<file path="src/rtl/dcache_pkg.sv">
// Shared types and field positions for the data-cache controller.
package dcache_pkg;

    localparam int TAG_W         = 23;
    localparam int INDEX_W       = 4;
    localparam int OFFSET_W      = 5;
    localparam int WORD_SEL_W    = 3;
    localparam int WORD_W        = 32;
    localparam int LINE_BITS     = 256;
    localparam int SRAM_TAG_W    = 25;
    localparam int TAG_VALID_BIT = 24;
    localparam int TAG_DIRTY_BIT = 23;

    typedef enum logic [2:0] {
        ST_IDLE,
        ST_MISS,
        ST_WRITEBACK,
        ST_REFILL,
        ST_REPLAY
    } state_t;

    function automatic logic [SRAM_TAG_W-1:0] make_tag(input logic valid,
                                                        input logic dirty,
                                                        input logic [TAG_W-1:0] tag);
        return {valid, dirty, tag};
    endfunction

endpackage

</file>
<file path="src/rtl/dcache_word_merge.sv">
// Extracts one 32-bit word from a cache line and builds a copy of the line
// with that word replaced.
module dcache_word_merge
    import dcache_pkg::*;
(
    input  logic [LINE_BITS-1:0]  line_i,
    input  logic [WORD_SEL_W-1:0] word_sel_i,
    input  logic [WORD_W-1:0]     word_i,
    output logic [LINE_BITS-1:0]  line_o,
    output logic [WORD_W-1:0]     word_o
);

    always_comb begin
        line_o = line_i;
        line_o[word_sel_i*WORD_W +: WORD_W] = word_i;
    end

    assign word_o = line_i[word_sel_i*WORD_W +: WORD_W];

endmodule

</file>
<file path="src/rtl/dcache_controller.sv">
// Data-cache control stage: hit path to the 2-way SRAM, write-back of a dirty
// victim and line refill from memory on a miss, then replay of the access.
//   state     | meaning
//   IDLE      | serve hits, detect miss
//   MISS      | capture victim, pick writeback or refill
//   WRITEBACK | dirty victim going out, wait for ack
//   REFILL    | line coming in, written to SRAM on ack
//   REPLAY    | one bubble before the access re-looks-up
module dcache_controller
    import dcache_pkg::*;
#(
    parameter int MEM_ADDR_W = 32,
    parameter int LINE_W     = 256
) (
    input  logic                  clk_i,
    input  logic                  rst_i,

    input  logic                  cpu_req_i,
    input  logic                  cpu_we_i,
    input  logic [MEM_ADDR_W-1:0] cpu_addr_i,
    input  logic [31:0]           cpu_data_i,
    output logic [31:0]           cpu_data_o,
    output logic                  cpu_stall_o,

    output logic [INDEX_W-1:0]    sram_addr_o,
    output logic [SRAM_TAG_W-1:0] sram_tag_o,
    output logic [LINE_W-1:0]     sram_data_o,
    output logic                  sram_enable_o,
    output logic                  sram_write_o,
    input  logic [SRAM_TAG_W-1:0] sram_tag_i,
    input  logic [LINE_W-1:0]     sram_data_i,
    input  logic                  sram_hit_i,

    output logic [MEM_ADDR_W-1:0] mem_addr_o,
    output logic [LINE_W-1:0]     mem_data_o,
    output logic                  mem_enable_o,
    output logic                  mem_write_o,
    input  logic [LINE_W-1:0]     mem_data_i,
    input  logic                  mem_ack_i
);

    state_t                  state;
    logic [TAG_W-1:0]        req_tag;
    logic [INDEX_W-1:0]      req_index;
    logic [WORD_SEL_W-1:0]   req_word;
    logic [INDEX_W-1:0]      miss_index;
    logic                    victim_dirty;
    logic [LINE_W-1:0]       store_line;
    logic [31:0]             load_word;
    logic [1:0]              unused_byte_offset;

    assign req_tag            = cpu_addr_i[OFFSET_W+INDEX_W +: TAG_W];
    assign req_index          = cpu_addr_i[OFFSET_W +: INDEX_W];
    assign req_word           = cpu_addr_i[2 +: WORD_SEL_W];
    assign unused_byte_offset = cpu_addr_i[1:0];
    assign victim_dirty       = sram_tag_i[TAG_VALID_BIT] & sram_tag_i[TAG_DIRTY_BIT];

    dcache_word_merge u_word_merge (
        .line_i     (sram_data_i),
        .word_sel_i (req_word),
        .word_i     (cpu_data_i),
        .line_o     (store_line),
        .word_o     (load_word)
    );

    always_ff @(posedge clk_i or posedge rst_i) begin
        if (rst_i) begin
            state        <= ST_IDLE;
            mem_enable_o <= 1'b0;
            mem_write_o  <= 1'b0;
            mem_addr_o   <= '0;
            mem_data_o   <= '0;
            miss_index   <= '0;
        end else begin
            case (state)
                ST_IDLE: begin
                    if (cpu_req_i && !sram_hit_i)
                        state <= ST_MISS;
                end
                ST_MISS: begin
                    miss_index   <= req_index;
                    mem_enable_o <= 1'b1;
                    mem_data_o   <= sram_data_i;
                    if (victim_dirty) begin
                        mem_addr_o  <= {sram_tag_i[TAG_W-1:0], req_index, {OFFSET_W{1'b0}}};
                        mem_write_o <= 1'b1;
                        state       <= ST_WRITEBACK;
                    end else begin
                        mem_addr_o  <= {req_tag, req_index, {OFFSET_W{1'b0}}};
                        mem_write_o <= 1'b0;
                        state       <= ST_REFILL;
                    end
                end
                ST_WRITEBACK: begin
                    // enable stays high: the refill request follows back-to-back
                    if (mem_ack_i) begin
                        mem_addr_o  <= {req_tag, miss_index, {OFFSET_W{1'b0}}};
                        mem_write_o <= 1'b0;
                        state       <= ST_REFILL;
                    end
                end
                ST_REFILL: begin
                    if (mem_ack_i) begin
                        mem_enable_o <= 1'b0;
                        state        <= ST_REPLAY;
                    end
                end
                ST_REPLAY: state <= ST_IDLE;
                default:   state <= ST_IDLE;
            endcase
        end
    end

    always_comb begin
        sram_addr_o   = req_index;
        sram_tag_o    = make_tag(1'b1, 1'b0, req_tag);
        sram_data_o   = store_line;
        sram_enable_o = 1'b0;
        sram_write_o  = 1'b0;
        cpu_data_o    = load_word;
        case (state)
            ST_IDLE: begin
                sram_enable_o = cpu_req_i;
                if (cpu_req_i && sram_hit_i && cpu_we_i) begin
                    sram_write_o = 1'b1;
                    sram_tag_o   = make_tag(1'b1, 1'b1, req_tag);
                end
            end
            // keep the lookup alive so the victim is presented for capture
            ST_MISS: sram_enable_o = 1'b1;
            ST_REFILL: begin
                if (mem_ack_i) begin
                    sram_enable_o = 1'b1;
                    sram_write_o  = 1'b1;
                    sram_data_o   = mem_data_i;
                    sram_tag_o    = make_tag(1'b1, 1'b0, req_tag);
                end
            end
            default: ;
        endcase
    end

    assign cpu_stall_o = (state != ST_IDLE) | (cpu_req_i & ~sram_hit_i);

endmodule
</file>
<file path="config.mk">
export PLATFORM = sky130hd
export DESIGN_NAME = dcache_controller
export DESIGN_NICKNAME = d
export VERILOG_FILES = /design/src/rtl/dcache_pkg.sv /design/src/rtl/dcache_word_merge.sv /design/src/rtl/dcache_controller.sv
export SDC_FILE = /design/constraint.sdc
export NUM_CORES = 1
export LEC_CHECK = 0
export ABC_AREA = 1
export CAP_MARGIN = 5
export CORE_AREA = 2 2 474 476
export CTS_CLUSTER_SIZE = 28
export DETAILED_ROUTE_END_ITERATION = 10
export DIE_AREA = 0 0 476 478
export GPL_TIMING_DRIVEN = 0
export HOLD_SLACK_MARGIN = 0.12
export PLACE_DENSITY = 0.4
export SYNTH_ARGS = -nofsm -noshare
export SYNTH_HDL_FRONTEND = slang
export SYNTH_SLANG_ARGS = --single-unit
</file>
<file path="constraint.sdc">
create_clock -name clk_i -period 11.29 [get_ports clk_i]
set_clock_uncertainty 0.1 [all_clocks]
set_input_delay 2.258 -clock clk_i [delete_from_list [all_inputs] [get_ports clk_i]]
set_output_delay 2.258 -clock clk_i [all_outputs]
set_load 0.01 [all_outputs]
</file>
==> run_results.csv, run 1 <==
group,metric,value,unit
setup_path,crit_path_end_kind,"output port",
timing,max_freq,101.8,MHz
timing,setup_viol,0,
yosys,yosys.area_share.simple,0.3852,
placement,place_congestion,0.9430,
clock_network,path_clk_slew,0.05,ns
routing,drc_errors,0,
grt,grt_pass1_wl,356700,um
setup_path,cp.required,8.93,ns
timing,period_needed,9.824,ns
final_layout,instances_no_fill,7727,
grt,grt_pass1_vias,29659,
clock_network,cts_made_buffers,48,
grt,gr-total-overflow,0,
setup_path,worstSetupPathType,"in2out",
setup_path,cp_slowest_cell,"buf_1",
job,max-cap-violations,0,
die,die_area,227500,um^2
grt,grtUsageTotal,0.2506,
yosys,yosysWarnings,0,
timing,slew_viol_final,0,
setup_path,path_cells,"clkdlybuf4s50_1, inv_2, buf_2, buf_1, ha_1, ha_1, buf_4, nor2_1, nand2_1, buf_2, o21ai_0, nand2_1, clkdlybuf4s50_1",
clock_network,worstSkewPairLatency,0.70,ns
timing,whs,0.3780,ns
yosys,synth_top_family_by_area,"simple AND/OR/NAND/NOR gates",
yosys,synth-compound-area-share,0.1384,
clock_network,postCtsSetupBuffers,0,
yosys,synth_commonest_cells,"nand2_1 (1398), nand3_1 (433), o21ai_0 (373)",
yosys,netlist_area,20880,um^2
clock_network,cts_resized,0,
yosys,synth_top_area_share,0.3500,
final_layout,final_layout_size_suffix_gt1_frac,0.06091,
timing,finalHoldViolCount,0,
placement,dp_cells,7583,
setup_path,cp-start-kind,"input port",
clock_network,cts.sinks,292,
placement,hpwl,262400,um
die,die_x,476,um
yosys,synthMuxAreaShare,0,
routing,post_drt_wl_per_cell,38.32,um
setup_path,arrival,7.47,ns
setup_path,crit_fanout,11,
yosys,synth-xor-area-share,0,
die,io_pins,1217,
final_layout,multi_input_area,11030,um^2
timing,slew-limit-headroom,0.1331,
yosys,async_flop_share,1.000,
pwr,ir_worst_vdd,0.1069,mV
routing,ant_nets,0,
yosys,synthAdderAreaFrac,0.003596,
yosys,synth_cell_type_count,32,
yosys,synth_area_leaders,"dfrtp_1 (35%), nand2_1 (25%), nand3_1 (10%)",
pwr,power.leakage,17.09,nW
timing,fin_crit_sh,0.8701,
routing,routed_wl,296100,um
yosys,synth-seq-cells,292,
run_status,status,"finished clean",
placement,dpl_worst_slack,1.505,ns
timing,rsz0062_at_grt,"no",
timing,tightest_slew,1.287,ns
die,rows,174,
routing,vias,30174,
grt,grt_max_degree,100,
die,coreArea,223200,um^2
pwr,power,8.896,mW
routing,drtPass1Iterations,9,
pwr,power.density,230.4,nW/um^2
timing,finalWorstSetupSlack,1.466,ns
clock_network,cts_max_level,2,
die,start_util,0.09355,
placement,port_buffers,1207,
yosys,syn_area_per_cell,6.184,um^2
final_layout,fillCellCount,25735,
final_layout,fin_nets,5254,
setup_path,max_stage_delay,0.76,ns
yosys,yosysTopAreaCell,"dfrtp_1",
yosys,synth.most_common_cell,"nand2_1",
final_layout,syn2layout_area_growth,84.99,%
die,die_h,478,um
yosys,synth_edf_count,0,
grt,antenna_found_initial,165,
routing,drt_iter0_markers,2558,
clock_network,root_buffer,"clkbuf_16",
yosys,synth_ff_type,"dfrtp_1",
clock_network,postCtsHoldBufs,0,
yosys,syn_inst,3376,
min_path,hold_path_class,"reg2reg",
yosys,ys_seq_area_frac,0.3500,
timing,tns,0,ns
clock_network,cts_tree,"done",
routing,via_per_inst,3.905,
clock_network,ctsLongestPathBuffers,3,
final_layout,regArea,7307,um^2
per-stage QoR:
step           utilization  cell area (um^2)
5_1_grt             0.1727             38540
6_report            0.1731             38620
2_1_floorplan            -             20890
4_1_cts             0.1724             38480
3_3_place_gp        0.1645             36720
3_5_place_dp        0.1650             36820
path summary, 6_finish.rpt:
kind | end | slack (ns) | start | cells past startpoint
worst max-delay path | sram_data_o[199] | 1.47 | cpu_addr_i[3] | 13
max in group asynchronous | mem_data_o[238] | 7.81 | rst_i | 4
worst min register to register | mem_addr_o[25] | 0.38 | mem_addr_o[25] | 2
worst min-delay path | mem_addr_o[25] | 0.38 | mem_addr_o[25] | 2
worst max register to register | mem_data_o[116] | 8.36 | state[2] | 7
min in group asynchronous | mem_data_o[62] | 1.98 | rst_i | 3
flip-flops by register name (all words and copies together) (netlist names):
name          flops
mem_addr_o       27
mem_write_o       1
mem_enable_o      1
state             3
mem_data_o      256
miss_index        4
metal layers:
metal,up-vias,GRT usage,share of wire
met5,-,0,0.0016
met4,76,0.1045,0.046
met3,435,0.09226,0.098
met2,1788,0.4289,0.48
met1,14534,0.2773,0.38
li1,13341,-,-
cells in the final DEF (no fill, tap or decap), drive strengths merged, types with 8 or more instances in the layout:
cell / synthesis / layout
nand2: 1401 / 1401
clkdlybuf4s50: 0 / 1207
nand3: 435 / 435
o21ai: 376 / 376
inv: 294 / 297
dfrtp: 292 / 292
buf: 193 / 197
clkbuf: 97 / 162
a21oi: 126 / 126
diode: 0 / 56
nor2: 45 / 45
o211ai: 40 / 40
nand3b: 22 / 22
and2: 20 / 20
clkinv: 0 / 9
nor3: 8 / 8
cells by family after synthesis:
logic type | Yosys count
other cells | 2
buf+inv | 584
compound gates | 551
fa+ha+maj | 6
flops | 292
simple gates | 1941
cell type report:
type                    count  share of cell area
flip-flops and latches    292              0.1892
repair buffers           1211              0.3152
clock inverters            23            0.007970
well taps                2992             0.09694
inverters                 294             0.02884
multi-input cells        2504              0.2856
plain buffers             290             0.03758
clock buffers              65             0.03509
diodes                     56            0.003629
report_power, final:
| group | internal, mW | switching, mW |
|---|---|---|
| clock | 0.960 | 0.682 |
| sequential | 1.58 | 0.316 |
| combinational | 2.03 | 3.33 |
worst max-delay path: cells and delay by family:
family,cells,cell delay (ns)
and+or+nand+nor,3,0.78
AOI/OAI and AO/OA,1,0.56
buffers and inverters,7,3.24
adders and majority gates,2,0.58
(Power assumes the default switching activity.)
==> inputs of run 2 (changes only) <==
Settings changed: CELL_PAD_IN_SITES_DETAIL_PLACEMENT set to 1, CELL_PAD_IN_SITES_GLOBAL_PLACEMENT set to 1, CORE_AREA 2 2 474 476 to 2 2 477 479, DIE_AREA 0 0 476 478 to 0 0 479 481, PLACE_DENSITY 0.4 to 0.49.
Clock period 11.29 ns to 12 ns, I/O delays scaled along.
==> run_results.csv, run 2 (synthesis gave the netlist of run 1 again) <==
group,metric,value,unit
die,start_util,0.09248,
pwr,p_comb_frac,0.607,
final_layout,fillCellCount,27414,
pwr,power.density,217.1,nW/um^2
routing,post_drt_wl_per_cell,38.29,um
routing,drtPass1Iterations,5,
timing,tns,0,ns
routing,via_per_inst,3.909,
placement,place_congestion,0.9407,
pwr,power.switching,4.099,mW
setup_path,cp_slowest_cell,"nor3_1",
grt,gr-total-overflow,0,
grt,grtUsageTotal,0.2476,
timing,slew-limit-headroom,0.1436,
routing,drc_errors,0,
setup_path,cp-start-kind,"input port",
setup_path,path_cells,"clkdlybuf4s50_1, inv_2, buf_2, buf_1, ha_1, buf_2, clkbuf_1, nor3_1, o21ai_0, nand2_1, clkdlybuf4s50_1",
grt,grt_max_degree,97,
final_layout,final_cell_mix,"nand2_1 (1398), clkdlybuf4s50_1 (1207), nand3_1 (433)",
clock_network,path_clk_slew,0.05,ns
pwr,internal_power,4.275,mW
pwr,seq_power_share,0.214,
timing,rsz0062_at_grt,"no",
clock_network,cts_resized,0,
final_layout,final_common_cell,"nand2_1",
die,io_pins,1217,
routing,drt_iter0_markers,2171,
setup_path,arrival,7.52,ns
die,rows,175,
final_layout,regArea,7307,um^2
placement,port_buffers,1207,
die,die_area,230400,um^2
timing,finalHoldViolCount,0,
clock_network,ctsLongestPathBuffers,3,
pwr,switching_share,0.4895,
pwr,ir_worst_vdd,0.08433,mV
final_layout,largest_register_ff_count,256,
routing,ant_nets,0,
min_path,hold_path_class,"reg2reg",
final_layout,fin_nets,5253,
clock_network,cts_made_buffers,46,
final_layout,reg_top3,"mem_data_o: 256 flops, mem_addr_o: 27 flops, miss_index: 4 flops",
clock_network,cts_tree,"done",
timing,whs,0.3729,ns
die,coreArea,225700,um^2
final_layout,final_layout_size_suffix_gt1_frac,0.06074,
timing,fin_crit_sh,0.8354,
clock_network,worstSkewPairLatency,0.69,ns
timing,tightest_slew,1.285,ns
setup_path,crit_fanout,11,
pwr,power.share.clock,0.179,
clock_network,cts.sinks,292,
timing,slew_viol_final,0,
clock_network,postCtsSetupBuffers,0,
placement,hpwl,264900,um
final_layout,multi_input_area,11030,um^2
timing,period_needed,10.02,ns
final_layout,post-route-util,0.1708,
setup_path,max_stage_delay,0.92,ns
routing,vias,30220,
routing,routed_wl,296000,um
setup_path,cp.required,9.50,ns
clock_network,postCtsHoldBufs,0,
die,die_x,479,um
pwr,power.leakage,17.08,nW
final_layout,syn2layout_area_growth,84.72,%
timing,max_freq,99.75,MHz
run_status,status,"finished clean",
final_layout,largest-register,"mem_data_o",
grt,grt_pass1_wl,360300,um
clock_network,cts_max_level,2,
grt,grt_pass1_vias,30839,
job,max-cap-violations,0,
grt,antenna_found_initial,165,
setup_path,crit_path_end_kind,"output port",
die,die_h,481,um
clock_network,root_buffer,"clkbuf_16",
timing,setup_viol,0,
setup_path,worstSetupPathType,"in2out",
## run 2: worst max-delay path, delay by kind of cell
kind                       cells  cell delay [ns]
and+or+nand+nor                2             1.12
AOI/OAI and AO/OA              1             0.58
adders and majority gates      1             0.37
buffers and inverters          7             3.02
## run 2: layout make-up
cell class                      count  share of cell area
Multi-Input combinational cell   2504              0.2860
Clock inverter                     25            0.007592
Antenna cell                       45            0.002920
Timing Repair Buffer             1212              0.3167
Buffer                            290             0.03764
Sequential cell                   292              0.1895
Tap cell                         3009             0.09763
Clock buffer                       59             0.03322
Inverter                          294             0.02888
## run 2: worst paths after layout
| path | end | slack, ns | cells after the start | startpoint |
|---|---|---|---|---|
| min in group asynchronous | mem_data_o[27] | 2.05 | 2 | rst_i |
| worst min-delay path | mem_enable_o | 0.37 | 2 | mem_enable_o |
| worst max-delay path | sram_data_o[231] | 1.98 | 11 | cpu_addr_i[3] |
| worst min register to register | mem_enable_o | 0.37 | 2 | mem_enable_o |
| worst max register to register | mem_data_o[156] | 8.54 | 7 | state[2] |
| max in group asynchronous | mem_data_o[255] | 8.36 | 4 | rst_i |
## run 2: routing by layer
metal / vias up / global-route usage / share of wire
li1: 13316 / - / -
met1: 14822 / 0.2771 / 0.38
met2: 1613 / 0.4290 / 0.48
met3: 395 / 0.08132 / 0.088
met4: 74 / 0.1032 / 0.046
met5: - / 0 / 0.0016
## run 2: metrics by stage
step	instances	setup slack [ns]	power, mW	cell area, um^2
final	7730	1.975	8.373	38560
after global routing	7705	1.919	8.861	38500
after CTS	7685	1.932	8.557	38450
after detailed placement	7601	1.961	6.984	36880
after global placement	7596	-4.539	6.923	36740
after floorplan	3380	1.438	3.417	20890
## run 2: power by group through the flow
stage                     registers (mW)  logic [mW]  clock network (mW)
after floorplan                     1.96        1.46                   0
after global placement              1.78        5.14                   0
after detailed placement            1.80        5.19                   0
after CTS                           1.79        5.21                1.56
after global routing                1.85        5.43                1.59
final                               1.79        5.08                1.50
